<file path="src/rtl/uart_rx_frontend.sv">
// UART receive front end: fractional-N oversample clock, RX synchroniser,
// 3-sample majority filter, and break / idle line detection.
module uart_rx_frontend #(
   parameter int unsigned CLK_HZ     = 24000000,
   parameter int unsigned BAUD       = 115200,
   parameter int unsigned OVS        = 12,
   parameter int unsigned ACC_W      = 24,
   parameter int unsigned BREAK_BITS = 20,
   parameter int unsigned IDLE_BITS  = 10
) (
   input  logic clk,
   input  logic reset,
   input  logic rx_pin,
   output logic uart_clk,
   output logic tick,
   output logic rx,
   output logic brk,
   output logic line_idle
);

   // Rounded phase increment: round(2^ACC_W * BAUD * OVS / CLK_HZ)
   localparam longint unsigned INC_L =
      (((64'd1 << ACC_W) * 64'(BAUD) * 64'(OVS) * 64'd2) + 64'(CLK_HZ)) / (64'd2 * 64'(CLK_HZ));
   localparam logic [ACC_W-1:0] INC = ACC_W'(INC_L);

   localparam int unsigned BRK_MAX  = BREAK_BITS * OVS;
   localparam int unsigned IDLE_MAX = IDLE_BITS * OVS;
   localparam int unsigned BRK_W    = $clog2(BRK_MAX + 1);
   localparam int unsigned IDLE_W   = $clog2(IDLE_MAX + 1);

   // Reject increments that give no clock or that exceed half the accumulator range
   if (INC_L == 64'd0 || INC_L >= (64'd1 << (ACC_W - 1))) begin : g_bad_inc
      $error("uart_rx_frontend: phase increment out of range");
   end

   logic [ACC_W-1:0]  acc;
   logic [ACC_W-1:0]  acc_next_c;
   logic              rise_c;
   logic              fall_c;
   logic              s1;
   logic              s2;
   logic [1:0]        prev;
   logic [2:0]        window_c;
   logic              vote_c;
   logic [BRK_W-1:0]  low_cnt;
   logic [IDLE_W-1:0] high_cnt;

   // Next accumulator phase and the clock edge it produces at this clk edge
   always_comb begin
      acc_next_c = acc + INC;
      rise_c     = ~uart_clk & acc_next_c[ACC_W-1];
      fall_c     = uart_clk & ~acc_next_c[ACC_W-1];
   end

   // Majority over the two previous fall samples plus the one being taken now
   always_comb begin
      window_c = {prev, s2};
      vote_c   = (window_c[0] & window_c[1]) | (window_c[0] & window_c[2]) |
                 (window_c[1] & window_c[2]);
   end

   // Phase accumulator; uart_clk tracks its MSB, tick marks the cycle it rises
   always_ff @(posedge clk or negedge reset) begin
      if (!reset) begin
         acc      <= '0;
         uart_clk <= 1'b0;
         tick     <= 1'b0;
      end else begin
         acc      <= acc_next_c;
         uart_clk <= acc_next_c[ACC_W-1];
         tick     <= rise_c;
      end
   end

   // Two-flop synchroniser on the raw pin
   always_ff @(posedge clk or negedge reset) begin
      if (!reset) begin
         s1 <= 1'b1;
         s2 <= 1'b1;
      end else begin
         s1 <= rx_pin;
         s2 <= s1;
      end
   end

   // Sample on falling uart_clk so rx is settled well before the consumer's rising edge
   always_ff @(posedge clk or negedge reset) begin
      if (!reset) begin
         prev <= 2'b11;
         rx   <= 1'b1;
      end else if (fall_c) begin
         prev <= window_c[1:0];
         rx   <= vote_c;
      end
   end

   // Saturating run-length counters of rx level, evaluated on rising uart_clk
   always_ff @(posedge clk or negedge reset) begin
      if (!reset) begin
         low_cnt   <= '0;
         high_cnt  <= '0;
         brk       <= 1'b0;
         line_idle <= 1'b0;
      end else if (rise_c) begin
         if (rx) begin
            low_cnt <= '0;
            brk     <= 1'b0;
            if (high_cnt != IDLE_W'(IDLE_MAX)) begin
               high_cnt <= high_cnt + IDLE_W'(1);
            end
            line_idle <= (high_cnt >= IDLE_W'(IDLE_MAX - 1));
         end else begin
            high_cnt  <= '0;
            line_idle <= 1'b0;
            if (low_cnt != BRK_W'(BRK_MAX)) begin
               low_cnt <= low_cnt + BRK_W'(1);
            end
            brk <= (low_cnt >= BRK_W'(BRK_MAX - 1));
         end
      end
   end

endmodule

</file>
<file path="config.mk">
export PLATFORM = sky130hd
export DESIGN_NAME = uart_rx_frontend
export DESIGN_NICKNAME = d
export VERILOG_FILES = /design/src/rtl/uart_rx_frontend.sv
export SDC_FILE = /design/constraint.sdc
export NUM_CORES = 1
export LEC_CHECK = 0
export ABC_AREA = 1
export BUFFER_PORTS_ARGS = -buffer_cell sky130_fd_sc_hd__buf_2
export CORE_MARGIN = 2
export CORE_UTILIZATION = 30
export CTS_CLUSTER_DIAMETER = 30
export DETAILED_ROUTE_END_ITERATION = 16
export SETUP_SLACK_MARGIN = 0.02
export SKIP_CTS_REPAIR_TIMING = 1
export SLEW_MARGIN = 20
export SYNTH_ARGS = -nofsm -noshare
export SYNTH_HDL_FRONTEND = slang
export SYNTH_SLANG_ARGS = --single-unit
</file>
<file path="constraint.sdc">
create_clock -name clk -period 3.05 [get_ports clk]
set_clock_uncertainty 0.1 [all_clocks]
set_input_delay 0 -clock clk [delete_from_list [all_inputs] [get_ports clk]]
set_output_delay 0 -clock clk [all_outputs]
set_load 0.01 [all_outputs]
</file>
==> reports/qor.csv <==
stage,metric,value,unit
grt,initial antenna violation count,0,
clock_tree,CTS buffer count,5,
setup_path,Worst R2R Setup Slack,0.72,ns
hold_path,hold path cells,2,
final_layout,final cell count without fillers,399,
clock_tree,Clock transition at path regs,0.08,ns
pwr,power after layout,0.952,mW
die,I/O pin cnt,8,
die,Row Count,31,
synthesis,Mapped Cells,287,
setup_path,maximum fanout along the worst path,12,
synthesis,"Seq/Total Area, Yosys",0.472,
setup_path,Setup CP Type,reg -> reg,
clock_tree,Worst-Skew Late Latency,0.30,ns
synthesis,async set-reset flop share out of synthesis,1.00,
grt,GRT overflow,0,
job,number of max-cap violations,0,
die,core area,7250,sq um
sta,FMAX,430,MHz
setup_path,crit path launch type,flip-flop,
die,Die Height,90.4,microns
routing,1st-pass router iterations,4,
hold_path,Hold Path Class,in -> reg,
synthesis,Post-synth EDFFs,0,
synthesis,Syn Nets,297,
grt,GRT Overall Usage,0.108,
routing,wire per inst,9.99,microns
hold_path,Hold Startpoint,rx_pin,
sta,Final setup viols,0,
hold_path,end of the worst hold path,s1,
setup_path,Worst Reg-to-Reg Cells,12,
routing,drt via density,4.31,
synthesis,number of synthesis warnings,0,
setup_path,Reg2Reg Capture Point,high_cnt[1],
routing,remaining antenna violation count,0,
clock_tree,Max Root-Sink Buffers,2,
place,Place WS,0.686,ns
final_layout,final net count,309,
sta,Tcrit/Tclk final,0.763,
pwr,Static Leakage,1.25,nW
sta,Worst-Margin Slew,0.952,ns
die,initial core utilization,0.309,
clock_tree,CTS Root Cell,clkbuf_8,
clock_tree,TritonCTS clock tree,yes,
setup_path,CP endpoint kind,flip-flop,
die,die area,8170,sq um
sta,RSZ-0062 raised after global routing,false,
synthesis,Cell variety after synth,28,
synthesis,synth top area cells,"dfrtp_1 (41%), nand2_1 (16%), inv_1 (6.7%), dfstp_2 (5.9%), nor2_1 (4.5%)",
place,Cells after DPL,389,
place,hpwl dp,2.81,mm
sta,max-slew violations,0,
final_layout,layout cells sized above 1,0.0867,
synthesis,cell area after synthesis,2240,sq um
place,RePlAce Congestion,0.774,
routing,DRC Markers,0,
synthesis,Mean Syn Cell Area,7.80,sq um
setup_path,Worst Path Required,3.19,ns
sta,Tmin final,2.33,ns
grt,global-route wire length before repair,7.16,mm
setup_path,R2R Path Start,acc[5],
die,Die X,90.4,microns
final_layout,Syn-to-layout area delta,10.2,%
sta,setup TNS,0,ns
run_status,status,finished clean,
sta,Max transition margin,0.366,
synthesis,Yosys top cell area share,0.414,
final_layout,most frequent cells in the layout,"nand2_1 (98), inv_1 (40), dfrtp_1 (37)",
sta,Final Hold Vio Count,0,
pwr,largest vdd supply drop,186,uV
synthesis,ys flop type,dfrtp_1,
routing,Via Count,1718,
grt,vias in the first global route,1623,
sta,setup ws final,0.724,ns
place,Port Buffers,7,
pwr,PD cells,386,nW/um^2
routing,final wirelength,3.99,mm
final_layout,"commonest non-fill, non-tap cell in the layout",nand2_1,
clock_tree,clk sinks,42,
final_layout,filler instances,776,
synthesis,post-synth top area cell,dfrtp_1,
final_layout,ant diodes,0,
clock_tree,H-tree lvl count,2,
setup_path,CP arrival,2.47,ns
grt,largest net degree at the start of global routing,43,
routing,Initial DRC Count,89,
synthesis,#FFs+latches synth,42,
-- worst max path at each step --
| stage | end | depth (start not counted) | start | slack (ns) |
|---|---|---|---|---|
| floorplan | high_cnt[2] | 12 | acc[5] | 1.07 |
| global placement | high_cnt[0] | 12 | acc[5] | 0.80 |
| detailed placement | high_cnt[1] | 12 | acc[5] | 0.69 |
| CTS | high_cnt[1] | 12 | acc[5] | 0.67 |
| global route | high_cnt[1] | 12 | acc[5] | 0.38 |
| finish | high_cnt[1] | 12 | acc[5] | 0.72 |
-- through the flow --
stage          utilization  hold slack (ns)  instance area, sq um
3_3_place_gp         0.326           0.0119                  2370
3_5_place_dp         0.326           0.0125                  2370
6_report             0.340            0.248                  2470
5_1_grt              0.340            0.260                  2470
2_1_floorplan            -           -0.396                  2240
4_1_cts              0.337           -0.303                  2450
-- Yosys cell counts (all sizes together) (4+ instances only) --
cell / n
a21oi: 4
dfrtp: 37
dfstp: 5
ha: 7
inv: 40
nand2: 100
nand3: 21
nand4: 4
nor2: 28
nor3: 5
o21ai: 13
xor2: 11
-- registers in the layout (all words and copies together) (netlist names) --
register   flops
acc           19
brk            1
high_cnt       7
line_idle      1
low_cnt        8
prev           2
rx             1
s1             1
s2             1
tick           1
-- area by class of cell --
type | count | area, sq um | share of cell area
Clock buffer | 8 | 80.1 | 0.0325
Inverter | 40 | 150 | 0.0609
Multi-Input combinational cell | 201 | 1000 | 0.405
Sequential cell | 42 | 1060 | 0.429
Tap cell | 99 | 124 | 0.0502
Timing Repair Buffer | 9 | 55.1 | 0.0223
-- critical path, cell delays in order (launching register included) --
cell and delay, ns:
dfrtp_1 0.32, inv_1 0.06, ha_1 0.23, nand2_1 0.07, nand2_1 0.10, nand3_1 0.13, nand2_1 0.10, a31oi_1 0.20
ha_1 0.34, nand2_1 0.29, nor2_1 0.21, nand2_1 0.07, nand2_1 0.05
-- layer usage --
metal | vias up | wire length (microns) | share of wire | GRT usage
met5 | - | 0 | 0 | 0
met4 | 0 | 53 | 0.013 | 0.0423
met3 | 4 | 135 | 0.034 | 0.0334
met2 | 21 | 1820 | 0.46 | 0.167
met1 | 781 | 1970 | 0.49 | 0.140
li1 | 912 | - | - | -
-- kinds of logic (layout without fill, tap and decap cells) --
family	count (synthesis)	in the layout	share of synthesized area
compound gates	22	22	0.0648
xor+xnor	12	12	0.0470
fa+ha+maj	7	7	0.0391
buf+inv	44	57	0.0810
flops	42	42	0.472
simple gates	160	160	0.296
-- power by group --
| group | internal [mW] | leakage (nW) | total, mW | switching (mW) |
|---|---|---|---|---|
| clock network | 0.163 | 0.0395 | 0.352 | 0.189 |
| registers | 0.565 | 0.521 | 0.571 | 0.00639 |
| logic | 0.00864 | 0.686 | 0.0292 | 0.0205 |
| total | 0.736 | 1.25 | 0.952 | 0.216 |
No activity file was read; power rests on OpenSTA's default activity.
